**config.mk**
```make
export PLATFORM = sky130hd
export DESIGN_NAME = vx_barrier_unit
export DESIGN_NICKNAME = d
export VERILOG_FILES = /design/src/rtl/vx_barrier_unit.sv
export SDC_FILE = /design/constraint.sdc
export NUM_CORES = 1
export LEC_CHECK = 0
export BUFFER_PORTS_ARGS = -buffer_cell sky130_fd_sc_hd__buf_2
export CAP_MARGIN = 25
export CORE_MARGIN = 10
export CORE_UTILIZATION = 60
export CTS_CLUSTER_DIAMETER = 120
export DETAILED_ROUTE_END_ITERATION = 7
export PLACE_DENSITY_LB_ADDON = 0.1
export SYNTH_ARGS = -nofsm -noshare
export SYNTH_HDL_FRONTEND = slang
export SYNTH_SLANG_ARGS = --single-unit
```
**constraint.sdc**
```tcl
create_clock -name clk -period 4.99 [get_ports clk]
set_input_delay 0.998 -clock clk [delete_from_list [all_inputs] [get_ports clk]]
set_output_delay 0.998 -clock clk [all_outputs]
set_load 0.03 [all_outputs]
```
**src/rtl/vx_barrier_unit.sv**
```systemverilog
// Per-core warp barrier tracker: records arrivals per barrier slot, holds
// arrived warps stalled, and pulses a release mask when the last warp arrives.
module vx_barrier_unit #(
  parameter int unsigned NUM_WARPS    = 4,
  parameter int unsigned NUM_BARRIERS = 4,
  parameter int unsigned NW_BITS      = $clog2(NUM_WARPS),
  parameter int unsigned NB_BITS      = $clog2(NUM_BARRIERS)
) (
  input  logic                    clk,
  input  logic                    reset,
  input  logic                    barrier_valid,
  input  logic [NW_BITS-1:0]      barrier_wid,
  input  logic [NB_BITS-1:0]      barrier_id,
  input  logic [NW_BITS-1:0]      barrier_size_m1,
  input  logic                    clear_valid,
  input  logic [NW_BITS-1:0]      clear_wid,
  output logic [NUM_WARPS-1:0]    stalled_wmask,
  output logic                    release_valid,
  output logic [NUM_WARPS-1:0]    release_wmask,
  output logic [NUM_BARRIERS-1:0] barrier_busy
);

  localparam int unsigned CW = NW_BITS + 1;

  logic [NUM_BARRIERS-1:0][NUM_WARPS-1:0] mask_q, mask_d;
  logic [NUM_BARRIERS-1:0][CW-1:0]        count_q, count_d;
  logic [NUM_BARRIERS-1:0][NW_BITS-1:0]   size_q, size_d;
  logic [NUM_WARPS-1:0]                   stalled_q, stalled_d;
  logic                                   rel_valid_q, rel_valid_d;
  logic [NUM_WARPS-1:0]                   rel_wmask_q, rel_wmask_d;
  logic [NUM_BARRIERS-1:0]                busy_q, busy_d;

  logic [NUM_WARPS-1:0] wbit_c;
  logic [NUM_WARPS-1:0] cbit_c;
  logic                 arrive_ok_c;
  logic [NW_BITS-1:0]   eff_size_c;

  assign wbit_c = NUM_WARPS'(1) << barrier_wid;
  assign cbit_c = NUM_WARPS'(1) << clear_wid;

  // A warp already parked on any slot cannot arrive again; a same-warp clear wins.
  assign arrive_ok_c = barrier_valid
                     && !(clear_valid && (clear_wid == barrier_wid))
                     && ((stalled_q & wbit_c) == '0);

  always_comb begin
    mask_d      = mask_q;
    count_d     = count_q;
    size_d      = size_q;
    rel_valid_d = 1'b0;
    rel_wmask_d = '0;
    eff_size_c  = '0;
    stalled_d   = '0;
    busy_d      = '0;

    if (clear_valid) begin
      for (int b = 0; b < int'(NUM_BARRIERS); b++) begin
        if ((mask_q[b] & cbit_c) != '0) begin
          mask_d[b]  = mask_q[b] & ~cbit_c;
          count_d[b] = count_q[b] - CW'(1);
        end
      end
    end

    // Release check runs on the post-clear count.
    if (arrive_ok_c) begin
      if (count_d[barrier_id] == '0) begin
        eff_size_c             = barrier_size_m1;
        size_d[barrier_id]     = barrier_size_m1;
      end else begin
        eff_size_c             = size_q[barrier_id];
      end
      if (count_d[barrier_id] == CW'(eff_size_c)) begin
        rel_valid_d            = 1'b1;
        rel_wmask_d            = mask_d[barrier_id] | wbit_c;
        mask_d[barrier_id]     = '0;
        count_d[barrier_id]    = '0;
      end else begin
        mask_d[barrier_id]     = mask_d[barrier_id] | wbit_c;
        count_d[barrier_id]    = count_d[barrier_id] + CW'(1);
      end
    end

    for (int b = 0; b < int'(NUM_BARRIERS); b++) begin
      stalled_d = stalled_d | mask_d[b];
      busy_d[b] = (count_d[b] != '0);
    end
  end

  always_ff @(posedge clk) begin
    if (!reset) begin
      mask_q      <= '0;
      count_q     <= '0;
      size_q      <= '0;
      stalled_q   <= '0;
      rel_valid_q <= 1'b0;
      rel_wmask_q <= '0;
      busy_q      <= '0;
    end else begin
      mask_q      <= mask_d;
      count_q     <= count_d;
      size_q      <= size_d;
      stalled_q   <= stalled_d;
      rel_valid_q <= rel_valid_d;
      rel_wmask_q <= rel_wmask_d;
      busy_q      <= busy_d;
    end
  end

  assign stalled_wmask = stalled_q;
  assign release_valid = rel_valid_q;
  assign release_wmask = rel_wmask_q;
  assign barrier_busy  = busy_q;

endmodule
```
### Word level (Yosys, flattened, before mapping)

Cells that the tools add are included.

* add/subtract/negate cells: 5
* multiply operators: 0
* div/mod/pow operators: 0
* magnitude comparators: 2
* equality and inequality tests: 2
* shift-type cells: 2
* mux-type cells: 32
* bitwise operators: 18
* reduce and logical (&&, ||, !) cells: 18

Operators with widths (number)
* $mux 16: 3
* $and 4x4->4: 9
* $mux 12: 3
* $mux 4: 6
* $mux 3: 6
* $and 16x16->16: 1
* $bwmux 16: 1
* $not 16->16: 1
* $or 4x4->4: 4
* $reduce_bool 4->1: 4
* $and 12x12->12: 1
* $bwmux 12: 1
* $not 12->12: 1
* $reduce_bool 3->1: 4
* $sub 3x1->3 const B: 4
* $bmux 4 s2: 1
* $bwmux 8: 1
* $demux 4 s2: 1
* $mux 2: 4
* $shl 1x2->4 const A: 2
* $bmux 3 s2: 1
* $demux 3 s2: 1
* $bmux 2 s2: 1
* $demux 2 s2: 1
* 13 further kinds: 17

* register bits after elaboration: 49
* bits in latches: 0
* memory bits (writable): 0
* ROM bits: 0
* output and inout port bits: 13
* word-level logic and storage cells: 95
* memories: 0

### Longest topological paths before layout

Gate-level depths: netlist of the first run.

* depth after elaboration: 16
* gate-level depth with buffers: 15
* gate-level depth less buffers: 11

### Least setup slack after synthesis of the first run

No wires, ideal clock.

* kind: input port to flip-flop
* start: input port clear_valid
* end: register stalled_q[3], in the netlist stalled_wmask[3]
* arrival time: 3.671 ns
* data required time: 4.874 ns
* slack: 1.203 ns
* stages on the path: 15
* buffers on the path: 4
* cell sequence: buf_4 > and2_1 > clkbuf_1 > a22o_1 > xnor2_1 > a2111o_1 > buf_6 > inv_1 > ha_1 > mux2i_1 > xor2_1 > and3_4 > buf_6 > inv_1 > a31o_2

* word-level cells in the longest chain between the ends: 12
* elaborated cells between the ends (all ways): 22

RTL lines
* from (decl): RTL line 15 `input logic clear_valid,`
* $mux 12: RTL line 56 `if (clear_valid) begin`
* $bmux 3 s2: RTL line 67, 73
* $mux 3 (implied by the code): RTL line 67, 73
* $logic_not 3->1: RTL line 67 `if (count_d[barrier_id] == '0) begin`
* $mux 2: RTL line 67
* $mux 2: RTL line 66 `if (arrive_ok_c) begin`
* $eq 3x2->1: RTL line 73 `if (count_d[barrier_id] == CW'(eff_size_c)) begin`
* $mux 16: RTL line 73
* $mux 16 *: RTL line 66
* $or 4x4->4 (2 in a row): RTL line 85 `stalled_d = stalled_d | mask_d[b];`
* $or 4x4->4 *: RTL line 85
* to (signal assigned): RTL line 103 `stalled_q <= stalled_d;`
* to (decl): RTL line 28 `logic [NUM_WARPS-1:0] stalled_q, stalled_d;`

Mark *: on every way between the ends. The rest lies on a longest branch, timed or not. The select of a mux whose other input is x is not followed.
A chain may end at the register's enable or synchronous reset.

### Worst setup path in the final report of the first run

* start: input port clear_valid
* end: register busy_q[1], in the netlist barrier_busy[1]

* word-level cells in the longest chain between the ends: 10
* elaborated cells between the ends (all ways): 17

RTL lines
* $mux 12: RTL line 56
* $bmux 3 s2: RTL line 67, 73, 80
* $mux 3 (implied by the code): RTL line 67, 73, 80
* $logic_not 3->1: RTL line 67
* $mux 2: RTL line 67
* $mux 2: RTL line 66
* $eq 3x2->1: RTL line 73
* $mux 12: RTL line 73
* $mux 12 *: RTL line 66
* $reduce_bool 3->1 *: RTL line 86 `busy_d[b] = (count_d[b] != '0);`
* to (signal assigned): RTL line 106 `busy_q <= busy_d;`
* to (decl): RTL line 31 `logic [NUM_BARRIERS-1:0] busy_q, busy_d;`

Marks and branches as above.

==> results of run 1 <==
layer usage:
metal / global-route usage [%] / vias up / part of all wire (%)
li1: - / 1375 / -
met3: 3.34 / 21 / 7.0
met5: 0 / - / 0
met1: 27.0 / 1384 / 45
met2: 30.5 / 152 / 46
met4: 6.17 / 0 / 2.0
per-stage QoR:
stage,setup WS [ps],instances,cell area (µm²),total power [mW]
final,847,447,3320,0.860
after CTS,911,447,3320,0.861
after global routing,606,447,3320,0.902
after floorplan,1200,366,3120,0.587
after detailed placement,588,439,3230,0.633
after global placement,734,439,3230,0.630
synth_stat cells (5+ instances only):
cell,count,share of area [%]
nand4_1,14,2.8
a21oi_1,14,2.2
nor2b_1,5,1.0
nand2_1,47,5.7
nand3_1,15,2.4
mux2_2,7,2.5
a22o_1,5,1.4
o31ai_2,9,3.6
mux2i_1,17,5.5
mux4_2,5,3.6
a221oi_1,6,1.7
nor2_1,21,2.5
nand2b_1,8,1.6
clkbuf_1,17,2.0
o21ai_0,22,3.5
and3_1,7,1.4
inv_1,16,1.9
xnor2_1,11,3.1
ha_1,6,2.4
nor3_1,6,0.96
dfxtp_1,49,31
final cells by class:
class	instances	area (µm²)	area share, %
Multi-Input combinational cell	274	1940	58.5
Sequential cell	49	981	29.6
Timing Repair Buffer	29	158	4.75
Inverter	17	63.8	1.92
Clock buffer	5	68.8	2.07
Tap cell	70	87.6	2.64
Clock inverter	3	17.5	0.528
cells by family after synthesis:
group / count (synthesis)
compound gates: 96
xor+xnor: 12
fa+ha+maj: 6
buf+inv: 43
flops: 49
mux: 29
simple gates: 131
worst max-delay path: cells and delay by family:
| kind | cells | cell delay [ps] |
|---|---|---|
| buffers and inverters | 2 | 360 |
| multiplexers | 2 | 360 |
| adder cells (fa/ha/maj) | 1 | 240 |
| AND/OR/NAND/NOR | 2 | 910 |
| AO/OA/AOI/OAI | 4 | 1260 |
| XOR/XNOR | 1 | 220 |
sequential cells by signal (all words and copies together), names as in the netlist:
register and count:
mask_q 16, count_q 12, size_q 8, barrier_busy 4, release_wmask 4, stalled_wmask 4, release_valid 1
worst max-delay path by stage:
stage	slack, ps	end
CTS	910	barrier_busy[1]
detailed placement	590	barrier_busy[1]
global placement	730	barrier_busy[1]
finish	850	barrier_busy[1]
floorplan	1200	stalled_wmask[3]
global route	610	barrier_busy[1]
where the power goes:
| group | switching (mW) | internal [mW] | leakage (nW) | total, mW |
|---|---|---|---|---|
| Sequential | 0.0113 | 0.409 | 0.397 | 0.420 |
| Clock | 0.135 | 0.0970 | 0.0439 | 0.232 |
| Combinational | 0.139 | 0.0695 | 0.818 | 0.209 |
| Total | 0.285 | 0.575 | 1.26 | 0.860 |
==> out/metrics.cfg, run 1 <==
[detailed_routing]
post_drt_wl_per_cell_um = 18.6
drc = 0
firstDrtPassIters = 5
drt.antenna.violating_nets = 0
first_iter_violations = 370
routed_wl_mm = 8.30
via_per_inst = 6.56
via_count = 2932

[final_layout]
fin_nets = 394
final_util_pct = 65.4
final_common_cell = dfxtp_1
diodes = 0
fillers = 440
final_cell_mix = 49 x dfxtp_1, 47 x nand2_1, 24 x buf_2
area_growth_syn_to_layout_pct = 6.38
drive_gt1_share_pct = 17.5

[cts]
cts_buffers = 5
root_buffer = clkbuf_8
clock_latency_ps = 310
cts_tree = done
path_clk_slew_ps = 100
cts_max_level = 2
ctsHoldBuffers = 0
post_cts_buffers = 0
cts_buffer_depth = 2
cts_resized = 0
clock-sinks = 49

[critical_path]
timing.rr.start = mask_q[15]
reg2reg_to = barrier_busy[1]
r2r_slack_ps = 1570
cp-end-kind = flop
critPathLaunch = clear_valid
critPathArrivalTime_ps = 4350
cpPeakStageDelay_ps = 500
cp_common_cell = mux2i_1
critPathLaunchType = input pin
critPathSlowestCell = nor2b_1
r2r_cells = 11
critPathMaxFanout = 21
path_class = in -> reg
required_ps = 5200
cp_cell_sequence = buf_2, nor2b_1, a22o_1, mux2i_1, a2111o_1, inv_1, ha_1, mux2i_1, xor2_1, and3_4, a21oi_1, o221a_2

[placed_design]
routabilityCongestion = 0.921
port-buffer-count = 24
hpwl_mm = 5.98

[synthesis]
synth.area.mux_share_pct = 11.6
synth-compound-area-share_pct = 24.3
synthDistinctLibCells = 53
ys.warnings.count = 0
syn_nets = 384
avgSynthCellArea_um2 = 8.52
synthXorXnorAreaFrac_pct = 3.37
synthSimpleGateAreaFrac_pct = 20.6
synth_edf_count = 0
ys.flop_type = dfxtp_1
seq_area_frac_synth_pct = 31.4
synth_fa_ha_area_share_pct = 2.41
synth_top_family_by_area = compound AO/OA/AOI/OAI gates
syn_inst = 366
syn_area_um2 = 3120
synth-async-reset-ratio_pct = 0
synth_seq_cells = 49

[timing]
finalSetupTns_ps = 0
hold_viol = 0
min_period_ps = 4140
skew_ps = 13.4
slew_headroom_pct = 49.9
whs_ps = 497
max_freq_mhz = 241
slew_violations = 0
tightestPinTransition_ps = 751
final.period_utilization_pct = 83.0
rsz0062_at_grt = false
finalSetupViolations = 0

[global_routing]
grt_pass1_wl_mm = 13.8
grt_max_degree = 43
grtUsageTotal_pct = 19.6
globalRouteOverflowTotal = 0
antenna_found_initial = 0
grt_pass1_vias = 2710

[worst_hold_path]
hp-class = reg -> reg
min_to = size_q[6]
hp-start = size_q[6]
holdPathStages = 2

[power_and_ir_drop]
ir_drop_mv = 0.199
p_leak_nw = 1.26
powerDensity_nw_per_um2 = 259

[floorplan]
fp.dieH_um = 92.1
die-area_um2 = 8480
row_count = 26
start_util_pct = 61.5
die_x_um = 92.1
io_pins = 25
core_um2 = 5070

[status]
status = finished, final reports clean

[job]
maxCapViolations = 0

Power figures use the tool's default switching activity.
==> run 2, diff against run 1 <==
- CORE_UTILIZATION: 60 -> 54
- clock period: 4.99 -> 3.4 ns (I/O delays scaled with it)
==> run 2 against run 1 <==
Compared with the run above: critical path depth stayed put; largest power group unchanged; worst setup slack got worse by 660 ps; core utilization is 1.2 points higher; largest cell class unchanged; design area increased by 11%.
==> out/metrics.cfg, run 2 (synthesis gave the netlist of run 1 again) <==
[status]
status = finished, final reports clean

[floorplan]
fp.dieH_um = 96
die_x_um = 96
die-area_um2 = 9220
row_count = 27
start_util_pct = 56.3
core_um2 = 5540
io_pins = 25

[detailed_routing]
post_drt_wl_per_cell_um = 19.1
firstDrtPassIters = 5
routed_wl_mm = 9.33
via_count = 3030
drc = 0
first_iter_violations = 259
drt.antenna.violating_nets = 0
via_per_inst = 6.21

[timing]
tightestPinTransition_ps = 664
skew_ps = 9.73
min_period_ps = 3210
whs_ps = 480
finalSetupTns_ps = 0
rsz0062_at_grt = false
slew_violations = 0
final.period_utilization_pct = 94.4
slew_headroom_pct = 55.4
max_freq_mhz = 312
finalSetupViolations = 0
hold_viol = 0

[final_layout]
largest_reg_flops = 16
fin_nets = 433
area_growth_syn_to_layout_pct = 18.3
reg_top3 = mask_q: 16 flops, count_q: 12 flops, size_q: 8 flops
fin_area_um2 = 3690
regMostFlops = mask_q
diodes = 0
final_cell_mix = 49 x dfxtp_1, 47 x nand2_1, 43 x buf_4
drive_gt1_share_pct = 26.2
fin_cells = 488
final_common_cell = dfxtp_1
fillers = 484

[critical_path]
critPathMaxFanout = 7
critPathArrivalTime_ps = 3420
required_ps = 3610
reg2reg_to = barrier_busy[1]
crit_end = barrier_busy[1]
path_class = in -> reg
r2r_cells = 11
timing.rr.start = mask_q[14]
r2r_slack_ps = 400
cp-end-kind = flop
critPathLaunch = clear_wid[0]
critPathLaunchType = input pin

[global_routing]
antenna_found_initial = 0
grt_max_degree = 42
grt_pass1_wl_mm = 15.0
grtUsageTotal_pct = 20.7
globalRouteOverflowTotal = 0
grt_pass1_vias = 2930

[power_and_ir_drop]
ir_drop_mv = 0.292
p_leak_nw = 1.47
powerDensity_nw_per_um2 = 387

[cts]
cts_max_level = 2
clock-sinks = 49
cts_buffer_depth = 2
cts_tree = done
clock_latency_ps = 310
root_buffer = clkbuf_8
path_clk_slew_ps = 100
cts_buffers = 5

[placed_design]
routabilityCongestion = 0.959
hpwl_mm = 6.90
dp.cells = 478
placed_area_um2 = 3510
port-buffer-count = 24

[worst_hold_path]
hp-start = size_q[4]
hp-class = reg -> reg

[job]
maxCapViolations = 0

-- run 2: per-layer routing --
metal  wire, µm  up-vias  global-route usage (%)
met3        705        8                    4.90
met4        102        0                    5.53
li1           -     1452                       -
met2       4350      121                    32.0
met5          0        -                       0
met1       4170     1449                    28.1
-- run 2: worst min-delay path by stage --
stage                     end  slack, ps  cells after the start
detailed placement  size_q[4]        470                      2
floorplan           size_q[5]        450                      2
CTS                 size_q[4]        480                      2
finish              size_q[4]        480                      2
global placement    size_q[5]        460                      2
global route        size_q[6]        510                      2
-- run 2: final cells by class --
cell class	count	area (µm²)	share of cell area, %
flip-flops and latches	49	981	26.6
clock buffers	6	82.6	2.24
well taps	72	90.1	2.44
clock inverters	2	37.5	1.02
inverters	17	63.8	1.73
multi-input cells	275	1990	53.9
repair buffers	67	445	12.1
-- run 2: report_power, final --
group	internal (mW)	switching, mW	total, mW
registers	0.600	0.0167	0.617
logic	0.144	0.221	0.365
clock network	0.239	0.208	0.448
total	0.983	0.446	1.43
-- run 2: critical path, stage by stage --
cell      delay, ps
clkbuf_4        170
mux2_2          390
a22o_1          220
xnor2_1         170
a2111o_1        390
inv_1           120
ha_4            160
mux2i_1         200
xor2_1          260
and3_4          280
a21oi_1         100
o221a_2         290
-- run 2: what timing repair did --
| item | in CTS | in global routing |
|---|---|---|
| buffers inserted | 0 | 1 |
| hold buffers | 0 | 0 |
| endpoints found under the setup margin | 0 | 28 |
| resized for setup | 0 | 6 |
-- run 2: through the flow --
stage | utilization [%] | power, mW | worst slack [ps]
2_1_floorplan | - | 0.862 | 8.27
3_3_place_gp | 63.4 | 0.973 | -124
3_5_place_dp | 63.4 | 0.977 | -179
4_1_cts | 65.6 | 1.42 | 141
5_1_grt | 66.6 | 1.49 | 39.9
6_report | 66.6 | 1.43 | 190
